## src/rtl/common.sv

```systemverilog
// Shared types for the core pipeline: register/bus typedefs, access sizes and the
// memory-stage state enum, plus small size helpers used by the stage and its aligner.
package common;

  typedef logic [63:0] u64;
  typedef logic [4:0]  creg_addr_t;

  typedef enum logic [1:0] {
    MSIZE1 = 2'd0,
    MSIZE2 = 2'd1,
    MSIZE4 = 2'd2,
    MSIZE8 = 2'd3
  } msize_t;

  typedef enum logic [0:0] {
    IDLE = 1'b0,
    BUSY = 1'b1
  } mem_state_t;

  typedef struct packed {
    logic       valid;
    u64         addr;
    msize_t     size;
    logic [7:0] strobe;
    u64         data;
  } dbus_req_t;

  typedef struct packed {
    logic addr_ok;
    logic data_ok;
    u64   data;
  } dbus_resp_t;

  // Instruction held by the memory stage while its bus access is outstanding.
  typedef struct packed {
    u64         pc;
    logic       is_load;
    logic       is_store;
    msize_t     msize;
    logic       is_unsigned;
    u64         addr;
    u64         wdata;
    logic       wen;
    creg_addr_t dst;
  } mem_entry_t;

  function automatic logic [7:0] size_mask(msize_t s);
    case (s)
      MSIZE1:  return 8'h01;
      MSIZE2:  return 8'h03;
      MSIZE4:  return 8'h0f;
      default: return 8'hff;
    endcase
  endfunction

  function automatic logic is_aligned(logic [2:0] lo, msize_t s);
    case (s)
      MSIZE1:  return 1'b1;
      MSIZE2:  return lo[0] == 1'b0;
      MSIZE4:  return lo[1:0] == 2'b00;
      default: return lo == 3'b000;
    endcase
  endfunction

endpackage

```

## src/rtl/mem_access_if.sv

```systemverilog
// Bundle of the memory stage's upstream handshake, data-bus and writeback signals.
// master: execute side plus memory model; slave: the memory stage itself.
interface mem_access_if;
  import common::*;

  logic       in_valid;
  logic       in_ready;
  u64         in_pc;
  logic       in_is_load;
  logic       in_is_store;
  msize_t     in_msize;
  logic       in_unsigned;
  u64         in_addr;
  u64         in_wdata;
  u64         in_alu;
  logic       in_wen;
  creg_addr_t in_dst;
  dbus_req_t  dreq;
  dbus_resp_t dresp;
  logic       wb_valid;
  logic       wb_wen;
  creg_addr_t wb_wa;
  u64         wb_wd;
  u64         wb_pc;
  logic       wb_misalign;

  modport master (
    output in_valid, in_pc, in_is_load, in_is_store, in_msize, in_unsigned,
           in_addr, in_wdata, in_alu, in_wen, in_dst, dresp,
    input  in_ready, dreq, wb_valid, wb_wen, wb_wa, wb_wd, wb_pc, wb_misalign
  );

  modport slave (
    input  in_valid, in_pc, in_is_load, in_is_store, in_msize, in_unsigned,
           in_addr, in_wdata, in_alu, in_wen, in_dst, dresp,
    output in_ready, dreq, wb_valid, wb_wen, wb_wa, wb_wd, wb_pc, wb_misalign
  );

endinterface

```

## src/rtl/mem_align.sv

```systemverilog
// Combinational byte-lane aligner: store strobe/data placement within the 64-bit bus
// word, and load extraction with sign/zero extension.
module mem_align
  import common::*;
(
  input  logic [2:0] offset_i,
  input  msize_t     size_i,
  input  logic       unsigned_i,
  input  u64         wdata_i,
  input  u64         rdata_i,
  output logic [7:0] strobe_o,
  output u64         wdata_o,
  output u64         rdata_o
);

  u64 rdata_sh;

  always_comb begin
    strobe_o = size_mask(size_i) << offset_i;
    wdata_o  = wdata_i << {offset_i, 3'b000};
    rdata_sh = rdata_i >> {offset_i, 3'b000};
    case (size_i)
      MSIZE1:  rdata_o = unsigned_i ? {56'd0, rdata_sh[7:0]}
                                    : {{56{rdata_sh[7]}}, rdata_sh[7:0]};
      MSIZE2:  rdata_o = unsigned_i ? {48'd0, rdata_sh[15:0]}
                                    : {{48{rdata_sh[15]}}, rdata_sh[15:0]};
      MSIZE4:  rdata_o = unsigned_i ? {32'd0, rdata_sh[31:0]}
                                    : {{32{rdata_sh[31]}}, rdata_sh[31:0]};
      default: rdata_o = rdata_sh;
    endcase
  end

endmodule

```

## src/rtl/mem_access.sv

```systemverilog
// Memory-access stage: retires ALU results directly, runs loads/stores over the data bus.
// Define MEM_MISALIGN_CHECK_EN to retire misaligned accesses without touching the bus.
module mem_access
  import common::*;
(
  input logic           clk,
  input logic           reset,
  mem_access_if.slave   bus
);

  mem_state_t state_q, state_d;
  mem_entry_t entry_q, entry_d;
  logic       wb_valid_q, wb_valid_d;
  logic       wb_wen_q, wb_wen_d;
  creg_addr_t wb_wa_q, wb_wa_d;
  u64         wb_wd_q, wb_wd_d;
  u64         wb_pc_q, wb_pc_d;
  logic       wb_misalign_q, wb_misalign_d;

  logic       accept, in_is_mem, in_misalign;
  logic [7:0] al_strobe;
  u64         al_wdata, al_rdata;

  logic unused_addr_ok;
  assign unused_addr_ok = bus.dresp.addr_ok;

  assign accept    = bus.in_valid & (state_q == IDLE);
  assign in_is_mem = bus.in_is_load | bus.in_is_store;
`ifdef MEM_MISALIGN_CHECK_EN
  assign in_misalign = in_is_mem & ~is_aligned(bus.in_addr[2:0], bus.in_msize);
`else
  assign in_misalign = 1'b0;
`endif

  mem_align u_align (
    .offset_i   (entry_q.addr[2:0]),
    .size_i     (entry_q.msize),
    .unsigned_i (entry_q.is_unsigned),
    .wdata_i    (entry_q.wdata),
    .rdata_i    (bus.dresp.data),
    .strobe_o   (al_strobe),
    .wdata_o    (al_wdata),
    .rdata_o    (al_rdata)
  );

  always_comb begin
    state_d       = state_q;
    entry_d       = entry_q;
    wb_valid_d    = 1'b0;
    wb_wen_d      = wb_wen_q;
    wb_wa_d       = wb_wa_q;
    wb_wd_d       = wb_wd_q;
    wb_pc_d       = wb_pc_q;
    wb_misalign_d = wb_misalign_q;
    unique case (state_q)
      IDLE: begin
        if (accept) begin
          entry_d = '{pc: bus.in_pc, is_load: bus.in_is_load, is_store: bus.in_is_store,
                      msize: bus.in_msize, is_unsigned: bus.in_unsigned, addr: bus.in_addr,
                      wdata: bus.in_wdata, wen: bus.in_wen, dst: bus.in_dst};
          if (in_is_mem && !in_misalign) begin
            state_d = BUSY;
          end else begin
            // ALU ops and rejected misaligned accesses retire straight from the inputs.
            wb_valid_d    = 1'b1;
            wb_wa_d       = bus.in_dst;
            wb_pc_d       = bus.in_pc;
            wb_wd_d       = in_misalign ? '0 : bus.in_alu;
            wb_wen_d      = bus.in_wen & ~in_misalign & (bus.in_dst != '0);
            wb_misalign_d = in_misalign;
          end
        end
      end
      BUSY: begin
        if (bus.dresp.data_ok) begin
          state_d       = IDLE;
          wb_valid_d    = 1'b1;
          wb_wa_d       = entry_q.dst;
          wb_pc_d       = entry_q.pc;
          wb_wd_d       = entry_q.is_load ? al_rdata : '0;
          wb_wen_d      = entry_q.is_load & entry_q.wen & (entry_q.dst != '0);
          wb_misalign_d = 1'b0;
        end
      end
    endcase
  end

  always_ff @(posedge clk) begin
    if (reset) begin
      state_q       <= IDLE;
      entry_q       <= '0;
      wb_valid_q    <= 1'b0;
      wb_wen_q      <= 1'b0;
      wb_wa_q       <= '0;
      wb_wd_q       <= '0;
      wb_pc_q       <= '0;
      wb_misalign_q <= 1'b0;
    end else begin
      state_q       <= state_d;
      entry_q       <= entry_d;
      wb_valid_q    <= wb_valid_d;
      wb_wen_q      <= wb_wen_d;
      wb_wa_q       <= wb_wa_d;
      wb_wd_q       <= wb_wd_d;
      wb_pc_q       <= wb_pc_d;
      wb_misalign_q <= wb_misalign_d;
    end
  end

  always_comb begin
    bus.in_ready       = (state_q == IDLE);
    bus.dreq.valid     = (state_q == BUSY);
    bus.dreq.addr      = entry_q.addr;
    bus.dreq.size      = entry_q.msize;
    bus.dreq.strobe    = ((state_q == BUSY) && entry_q.is_store) ? al_strobe : 8'h00;
    bus.dreq.data      = al_wdata;
    bus.wb_valid       = wb_valid_q;
    bus.wb_wen         = wb_wen_q;
    bus.wb_wa          = wb_wa_q;
    bus.wb_wd          = wb_wd_q;
    bus.wb_pc          = wb_pc_q;
    bus.wb_misalign    = wb_misalign_q;
  end

endmodule

```

## src/flat_wrapper.sv

```systemverilog
// flat-port wrapper written by rule: the top's interface ports become plain ports
module mem_access_flat import common::*;
  (clk, reset, bus_in_valid, bus_in_pc, bus_in_is_load, bus_in_is_store, bus_in_msize, bus_in_unsigned, bus_in_addr, bus_in_wdata, bus_in_alu, bus_in_wen, bus_in_dst, bus_dresp, bus_in_ready, bus_dreq, bus_wb_valid, bus_wb_wen, bus_wb_wa, bus_wb_wd, bus_wb_pc, bus_wb_misalign);
  mem_access_if bus_i ();
  input logic clk;
  input logic reset;
  input wire logic [$bits(bus_i.in_valid)-1:0] bus_in_valid;
  input wire logic [$bits(bus_i.in_pc)-1:0] bus_in_pc;
  input wire logic [$bits(bus_i.in_is_load)-1:0] bus_in_is_load;
  input wire logic [$bits(bus_i.in_is_store)-1:0] bus_in_is_store;
  input wire logic [$bits(bus_i.in_msize)-1:0] bus_in_msize;
  input wire logic [$bits(bus_i.in_unsigned)-1:0] bus_in_unsigned;
  input wire logic [$bits(bus_i.in_addr)-1:0] bus_in_addr;
  input wire logic [$bits(bus_i.in_wdata)-1:0] bus_in_wdata;
  input wire logic [$bits(bus_i.in_alu)-1:0] bus_in_alu;
  input wire logic [$bits(bus_i.in_wen)-1:0] bus_in_wen;
  input wire logic [$bits(bus_i.in_dst)-1:0] bus_in_dst;
  input wire logic [$bits(bus_i.dresp)-1:0] bus_dresp;
  output wire logic [$bits(bus_i.in_ready)-1:0] bus_in_ready;
  output wire logic [$bits(bus_i.dreq)-1:0] bus_dreq;
  output wire logic [$bits(bus_i.wb_valid)-1:0] bus_wb_valid;
  output wire logic [$bits(bus_i.wb_wen)-1:0] bus_wb_wen;
  output wire logic [$bits(bus_i.wb_wa)-1:0] bus_wb_wa;
  output wire logic [$bits(bus_i.wb_wd)-1:0] bus_wb_wd;
  output wire logic [$bits(bus_i.wb_pc)-1:0] bus_wb_pc;
  output wire logic [$bits(bus_i.wb_misalign)-1:0] bus_wb_misalign;
  assign bus_i.in_valid = bus_in_valid;
  assign bus_i.in_pc = bus_in_pc;
  assign bus_i.in_is_load = bus_in_is_load;
  assign bus_i.in_is_store = bus_in_is_store;
  assign bus_i.in_msize = bus_in_msize;
  assign bus_i.in_unsigned = bus_in_unsigned;
  assign bus_i.in_addr = bus_in_addr;
  assign bus_i.in_wdata = bus_in_wdata;
  assign bus_i.in_alu = bus_in_alu;
  assign bus_i.in_wen = bus_in_wen;
  assign bus_i.in_dst = bus_in_dst;
  assign bus_i.dresp = bus_dresp;
  assign bus_in_ready = bus_i.in_ready;
  assign bus_dreq = bus_i.dreq;
  assign bus_wb_valid = bus_i.wb_valid;
  assign bus_wb_wen = bus_i.wb_wen;
  assign bus_wb_wa = bus_i.wb_wa;
  assign bus_wb_wd = bus_i.wb_wd;
  assign bus_wb_pc = bus_i.wb_pc;
  assign bus_wb_misalign = bus_i.wb_misalign;
  mem_access u_core (.clk(clk), .reset(reset), .bus(bus_i));
endmodule
```

## config.mk

```make
export PLATFORM = sky130hd
export DESIGN_NAME = mem_access_flat
export DESIGN_NICKNAME = d
export VERILOG_FILES = /design/src/rtl/common.sv /design/src/rtl/mem_access_if.sv /design/src/rtl/mem_align.sv /design/src/rtl/mem_access.sv /design/src/flat_wrapper.sv
export SDC_FILE = /design/constraint.sdc
export NUM_CORES = 1
export LEC_CHECK = 0
export ABC_AREA = 1
export CAP_MARGIN = 20
export CORE_ASPECT_RATIO = 1.2
export CORE_UTILIZATION = 30
export CTS_BUF_LIST = sky130_fd_sc_hd__clkbuf_16
export DETAILED_ROUTE_END_ITERATION = 12
export RECOVER_POWER = 100
export SLEW_MARGIN = 20
export SYNTH_ARGS = -nofsm -noshare
export SYNTH_HDL_FRONTEND = slang
export SYNTH_SLANG_ARGS = --single-unit
```

## constraint.sdc

```tcl
create_clock -name clk -period 2.7 [get_ports clk]
set_clock_uncertainty 0.1 [all_clocks]
set_input_delay 0.675 -clock clk [delete_from_list [all_inputs] [get_ports clk]]
set_output_delay 0.675 -clock clk [all_outputs]
set_load 0.02 [all_outputs]
```

**After elaboration in Yosys (flattened, before gate mapping)**

Cells that the tools add are included.

- Equality and inequality tests: 5
- Shift operators: 3
- Multiplexer cells: 35
- Bitwise gates (word level): 6
- Reduce and logical (&&, ||, !) cells: 6

Operators with widths:

| operator | count |
|---|---|
| 64-bit 2-to-1 mux | 10 |
| 64-bit case mux with 2 select lines | 2 |
| 64-bit case mux with 3 select lines | 1 |
| 64-bit by 6-bit << shifter with 64-bit output | 1 |
| 64-bit by 6-bit >> shifter with 64-bit output | 1 |
| 8-bit case mux with 3 select lines | 1 |
| 5-bit 2-to-1 mux | 3 |
| 1-bit 2-to-1 mux | 12 |
| 5-bit case mux with 2 select lines | 1 |
| 5-bit nonzero test | 2 |
| 8-bit 2-to-1 mux | 1 |
| 1-bit case mux with 2 select lines | 4 |
| 8-bit by 3-bit << shifter with 8-bit output | 1 |
| 1-bit bitwise AND | 4 |
| 2-bit inequality test, second input constant | 2 |
| 3-bit AND reduction | 1 |
| 2-bit by 1-bit equality test with 1-bit output, second input constant | 1 |
| 2-bit equality test, second input constant | 1 |
| 2-bit zero test | 1 |
| 2-bit by 1-bit inequality test with 1-bit output, second input constant | 1 |
| 2-bit AND reduction | 1 |
| 1-bit logical AND | 1 |
| 1-bit inverter | 1 |
| 1-bit bitwise OR | 1 |

- Register bits: 340
- Output and inout bits: 276

**Depth between registers and ports, before layout**

Gate-level depths: netlist (run 1).

- Depth after elaboration: 6
- Depth in mapped cells: 13

**Modules after synthesis**

Synthesis (run 1) repeated with hierarchy kept, for this count alone.

- Cells, all modules: 2,798
- Area, all modules: 18,006.0 sq um

By module, submodules not included:

| module | instances | cells an instance | area an instance (sq um) | sequential area each (sq um) |
|---|---|---|---|---|
| mem_access | 1 | 1,969 | 14,051.0 | 6,786.5 |
| mem_align | 1 | 829 | 3,955.0 | 0.0 |

**Worst setup path before layout (run 1)**

No wires, ideal clock.

- Kind: reg-to-output
- From: register u_core.entry_q, in the netlist u_core.bus.dreq[75]
- To: output port bus_dreq[53]
- Arrival time: 1.715 ns
- Required time: 1.925 ns
- Path slack: 0.210 ns
- Stages on the path, launching flop included: 6
- Buffers on the path: 3
- Path through: dfxtp_1 > buf_2 > clkbuf_1 > buf_2 > o21ai_0 > o21ai_0

- Longest elaborated chain between the ends: 1

RTL lines:

| item | RTL line | RTL |
|---|---|---|
| from (decl) | mem_access.sv:12 | `mem_entry_t entry_q, entry_d;` |
| from (signal assigned) | mem_access.sv:100 | `entry_q <= entry_d;` |
| 64-bit by 6-bit << shifter with 64-bit output | mem_align.sv:20 | `wdata_o = wdata_i << {offset_i, 3'b000};` |
| to (decl) | flat_wrapper.sv:20 | `output wire logic [$bits(bus_i.dreq)-1:0] bus_dreq;` |

Every way passes these cells.

**Worst setup path after layout (run 1)**

- From: register u_core.entry_q, in the netlist u_core.bus.dreq[74]
- To: output port bus_dreq[38]

Same word-level chain as after synthesis.

==> results.cfg, run 1 <==
[die]
die_w_um = 219
start_util_pct = 30.3
io_pins = 612
core_area_um2 = 56000
fp.dieH_um = 263
core.rowCount = 95
dieArea_um2 = 57500

[setup_path]
crit_path_end_kind = output port
critPathArrivalTime_ns = 2.11
cp-start-kind = flop
crit_type = flop to output port
ff2ff_setup_slack_ns = -0.01
crit_fanout = 6
critPathRequiredTime_ns = 1.92

[min_path]
holdCritPathClass = flop to flop

[cells_and_area]
final_cell_mix = nand2_1 (473), o21ai_0 (433), nor2_1 (386)
final_common_cell = nand2_1
nFillCells = 5741
drive_gt1_share_pct = 12.3
syn2layout_area_growth_pct = 49.3
stdcell_count = 3739
nNetsFinal = 3312
design_area_um2 = 25300
fin_util_pct = 45.3

[yosys]
synth_area_um2 = 17000
synth.avg_cell_area_um2 = 6.79
synth_area_leaders = dfxtp_1 (40%), o21ai_0 (14%), nand2_1 (11%), nor2_1 (8.6%), a21oi_1 (5.4%)
syn_nets = 2836
netlist.area_leader.share_pct = 40.0
synth_warnings = 0
synth_area_leader_cell = dfxtp_1
yosysSeqAreaShare_pct = 40.0
synthCells = 2500
ys_ff_latch = 339
ys_types = 39

[routing]
drtIter0Drc = 1335
wl_per_cell_um = 20.4
routed_wl_um = 76400
antenna_left = 0
vias = 19200
drc_errors = 0
first_pass_iters = 5
via_per_inst = 5.12

[pwr]
totalPowerFinal_mw = 15.0
cellPowerDensity_nw_per_um2 = 593
p_leak_nw = 10.5
vdd_ir_drop_max_mv = 0.429

[sta]
tightest_slew_ns = 1.01
fin_crit_sh_pct = 107
fin_crit_ns = 2.88
final-setup-viol-count = 41
rsz0062_at_grt = yes
fin_ws_ns = -0.183
fmax_mhz = 347
finalHoldViolCount = 0
hold_ws_ns = 0.364
drv_slew = 0
tns_ns = -4.23
slew_headroom_pct = 32.6

[clocking]
tritoncts = built
postCtsHoldBufs = 0
clock_path_buffers = 3
cts_num_sinks = 339
insertion_delay_ns = 0.56
htree_levels = 2
root_buffer = clkbuf_16
numCtsBuffers = 38
clk_pin_slew_worst_paths_ns = 0.06

[grt]
grt_max_degree = 135
grt_pass1_wl_um = 114000
grt_antenna_before_repair = 15
grt_pass1_vias = 18700
grt_use_total_pct = 25.6
grt-ovfl-total = 0

[placement]
dpl-instance-area_um2 = 23600
post-dp-hpwl_um = 55500
gp_congestion = 0.964
place_ws_ns = -0.148
dp.cells = 3644
portBuffers = 609

[run_status]
outcome = finished with violations
violations = setup timing

[flow_run]
drv_cap = 0
==> power breakdown <==
| group | leakage, nW | switching [mW] | internal (mW) |
|---|---|---|---|
| Sequential | 2.81 | 0.247 | 5.43 |
| Clock | 0.592 | 2.24 | 2.73 |
| Combinational | 7.07 | 2.56 | 1.82 |
| Total | 10.5 | 5.05 | 9.97 |
==> cell families after synthesis <==
logic type	count (synthesis)	share of synthesized area (%)
and+or+nand+nor	981	23.8
AOI/OAI and AO/OA	803	25.1
buffers and inverters	360	10.2
DFF	339	40.0
muxes	16	0.944
other	1	0.0221
==> repair_timing <==
item | CTS | global route
pin swaps | 9 | 10
buffers inserted | 17 | 3
gates cloned | 4 | 0
hold endpoints to repair | 0 | 0
setup endpoints to repair | 77 | 71
resized for setup | 486 | 71
==> worst max-delay path, cell delays in order (launching register included) <==
cell	delay, ns
dfxtp_4	0.42
buf_12	0.15
buf_12	0.11
buf_16	0.12
mux2i_4	0.24
nand2_1	0.10
o211ai_1	0.13
o21ai_1	0.10
buf_2	0.17
==> final cells by class <==
type / instances / area [µm²] / area share [%]
antenna: 7 / 17.5 / 0.0691
clock buffer: 39 / 976 / 3.85
clock inverter: 30 / 183 / 0.721
inverter: 78 / 313 / 1.23
multi-input combinational: 1801 / 8950 / 35.3
sequential: 339 / 6800 / 26.8
tap: 727 / 910 / 3.59
timing repair buffer: 718 / 7190 / 28.4
==> flip-flops by register name, summed over array words and instances (netlist names) <==
register,flops
u_core.state_q,1
u_core.entry_q,137
u_core.bus.wb_wa,5
u_core.bus.wb_wd,64
u_core.bus.dreq,66
u_core.bus.wb_pc,64
u_core.bus.wb_wen,1
u_core.bus.wb_valid,1
==> worst paths after layout <==
kind,from,endpoint,depth (start not counted)
worst min-delay path,u_core.entry_q[165],u_core.bus.wb_pc[26],2
worst max-delay path,u_core.bus.dreq[74],bus_dreq[38],8
worst min register to register,u_core.entry_q[165],u_core.bus.wb_pc[26],2
worst max register to register,u_core.bus.dreq[74],u_core.bus.wb_wd[2],7
==> synthesized netlist by cell type (all sizes together) <==
| cell | n |
|---|---|
| nor2 | 393 |
| a31oi | 70 |
| clkbuf | 152 |
| clkinv | 1 |
| nand3 | 93 |
| o311ai | 6 |
| inv | 77 |
| buf | 130 |
| nand2 | 484 |
| a211oi | 1 |
| a22oi | 7 |
| o31ai | 3 |
| nand4 | 1 |
| o21ai | 492 |
| dfxtp | 339 |
| nor3 | 2 |
| o211ai | 25 |
| conb | 1 |
| nor4 | 1 |
| o22ai | 8 |
| or2 | 7 |
| mux2i | 16 |
| a21o | 1 |
| a21oi | 190 |
==> per-layer routing <==
metal / routed length (µm) / track usage (%)
met1: 29400 / 29.3
met2: 38000 / 44.9
met3: 5670 / 5.98
met4: 3240 / 11.2
met5: 91 / 0
Note: power is estimated with default switching activity, not from simulation.
==> run 2: changes to the inputs <==
--- a/config.mk
+++ b/config.mk
@@ -5,12 +5,12 @@
 export SDC_FILE = /design/constraint.sdc
 export NUM_CORES = 1
 export LEC_CHECK = 0
-export ABC_AREA = 1
-export CAP_MARGIN = 20
+export CAP_MARGIN = 10
 export CORE_ASPECT_RATIO = 1.2
 export CORE_UTILIZATION = 30
 export CTS_BUF_LIST = sky130_fd_sc_hd__clkbuf_16
 export DETAILED_ROUTE_END_ITERATION = 12
+export DONT_BUFFER_PORTS = 1
 export RECOVER_POWER = 100
 export SLEW_MARGIN = 20
 export SYNTH_ARGS = -nofsm -noshare
==> results.cfg, run 2 <==
[yosys]
synthCells = 2191
synth-main-ff-cell = dfxtp_1
async_reset_ff_share_pct = 0
ys_types = 48
synth_xor_area_share_pct = 0
ys_ff_latch = 339
synth_common_cells = nand2_1 (486), dfxtp_1 (339), a21oi_1 (278)
synth-adder-area-share_pct = 0
synth_area_um2 = 17500
yosysSeqAreaShare_pct = 38.7
muxShareOfSynthArea_pct = 15.9
synth_top_family_by_area = compound AO/OA/AOI/OAI gates
syn_nets = 2527
synth_compound_area_share_pct = 20.4
synth_area_leaders = dfxtp_1 (39%), nand2_1 (10%), mux2i_1 (9.2%), a21oi_1 (7.9%), mux4_2 (4.5%)
synth_warnings = 0
synth_edf_count = 0
synth.most_common_cell = nand2_1
synth.avg_cell_area_um2 = 8.01
synth_area_leader_cell = dfxtp_1
netlist.area_leader.share_pct = 38.7
synthSimpleGateAreaFrac_pct = 17.1

[routing]
via_per_inst = 5.65
drtIter0Drc = 1439
met3_length_um = 6010
drc_errors = 0
met2_length_um = 31900
vias = 16500
antenna_left = 0
dr.max_layer_used = met4
met1_length_um = 25800
first_pass_iters = 7
wl_per_cell_um = 23.2
routed_wl_um = 67700

[clocking]
root_buffer = clkbuf_16
clk_pin_slew_worst_paths_ns = 0.06
numCtsBuffers = 39
cts_num_sinks = 339
htree_levels = 2
tritoncts = built
clock_path_buffers = 3
insertion_delay_ns = 0.57

[setup_path]
crit_path_end_kind = output port
cp-start-kind = flop
critPathArrivalTime_ns = 2.04
r2r-start = u_core.bus.dreq[76]
reg2reg_depth = 8
regToRegEndpoint = u_core.bus.wb_wd[34]
crit_type = flop to output port
critPathRequiredTime_ns = 1.92
crit_fanout = 9
ff2ff_setup_slack_ns = 0.01

[cells_and_area]
fin_util_pct = 36.8
syn2layout_area_growth_pct = 20.8
nNetsFinal = 2489
nFillCells = 5848
largest_reg_flops = 137
regMostFlops = u_core.entry_q
final_common_cell = nand2_1
final_cell_mix = nand2_1 (476), dfxtp_1 (333), a21oi_1 (270)
design_area_um2 = 21200
drive_gt1_share_pct = 20.9

[die]
dieArea_um2 = 59500
io_pins = 612
core.rowCount = 96
fp.dieH_um = 267
die_w_um = 223
core_area_um2 = 57500
start_util_pct = 30.5

[sta]
fin_crit_sh_pct = 104
fin_ws_ns = -0.117
fin_crit_ns = 2.82
finalHoldViolCount = 0
drv_slew = 38
tns_ns = -1.94
slew_headroom_pct = -9.37
tightest_slew_ns = 1.64
final-setup-viol-count = 39
rsz0062_at_grt = yes
fmax_mhz = 355

[pwr]
p_leak_nw = 7.54
cellPowerDensity_nw_per_um2 = 639
vdd_ir_drop_max_mv = 0.423

[placement]
post-dp-hpwl_um = 47500
dpl-instance-area_um2 = 18400
gp_congestion = 0.924
portBuffers = 0

[grt]
grt_pass1_vias = 15600
grt-ovfl-total = 0
grt_max_degree = 336
grt_pass1_wl_um = 96700
grt_antenna_before_repair = 1
grt_use_total_pct = 21.0

[min_path]
holdCritPathClass = input pin to flop
hp-start = bus_in_pc[39]
worstHoldEndpoint = u_core.entry_q[178]
holdPathStages = 2

[run_status]
outcome = finished with violations
violations = capacitance limit, slew limit, setup timing

[flow_run]
drv_cap = 1
[run 2: cells by family (layout without fill, tap and decap cells)]
| group | count (synthesis) | count (layout) |
|---|---|---|
| and+or+nand+nor | 731 | 731 |
| AOI/OAI and AO/OA | 613 | 613 |
| buffers and inverters | 277 | 266 |
| muxes | 230 | 230 |
| DFF | 339 | 339 |
| other | 1 | 2 |
[run 2: metrics by stage]
step	power, mW	hold WS, ns	worst slack, ns	cells
2_1_floorplan	7.62	0.334	-0.0680	2191
3_3_place_gp	8.19	0.339	0.206	2789
3_5_place_dp	8.24	0.345	0.140	2789
4_1_cts	13.4	0.0503	-0.112	2885
5_1_grt	14.1	0.0711	-0.179	2916
6_report	13.5	0.131	-0.117	2916
[run 2: layer usage]
layer  track usage, %  up-vias
met5                0        -
met4             11.0        0
met3             5.53      201
met2             35.2      906
met1             24.4     7828
li1                 -     7545
[run 2: cell type report]
class | count | area [µm²] | share of cell area, %
clock buffers | 39 | 976 | 4.61
well taps | 735 | 920 | 4.34
inverters | 13 | 60.1 | 0.283
clock inverters | 29 | 199 | 0.939
diodes | 1 | 2.50 | 0.0118
repair buffers | 185 | 2070 | 9.76
flip-flops and latches | 339 | 6800 | 32.1
multi-input cells | 1575 | 10200 | 48.0
[run 2: worst max-delay path by stage]
stage / startpoint / endpoint / slack (ns) / cells past startpoint
floorplan: u_core.bus.dreq[76] / bus_dreq[70] / -0.07 / 6
global placement: bus_dresp[63] / u_core.bus.wb_wd[18] / 0.21 / 6
detailed placement: bus_dresp[63] / u_core.bus.wb_wd[16] / 0.14 / 6
CTS: u_core.bus.dreq[74] / bus_dreq[58] / -0.11 / 6
global route: u_core.bus.dreq[74] / bus_dreq[36] / -0.18 / 7
finish: u_core.bus.dreq[75] / bus_dreq[57] / -0.12 / 7
[run 2: power breakdown]
group / internal, mW / leakage [nW] / switching [mW]
registers: 5.36 / 2.79 / 0.622
clock network: 2.74 / 0.593 / 2.24
logic: 1.13 / 4.16 / 1.46
[run 2: timing repair]
item / in CTS / in global routing
cloned: 5 / 11
hold buffers: 0 / 0
gates resized for setup: 134 / 163
buffers inserted: 23 / 20
setup endpoints to repair: 72 / 106
pin swaps: 12 / 27
[run 2: critical path, stage by stage, from the launching register on]
cell	delay [ns]
dfxtp_4	0.36
buf_6	0.14
buf_12	0.15
mux2i_4	0.19
mux2i_2	0.28
nand2_1	0.11
o21ai_2	0.11
buf_6	0.15
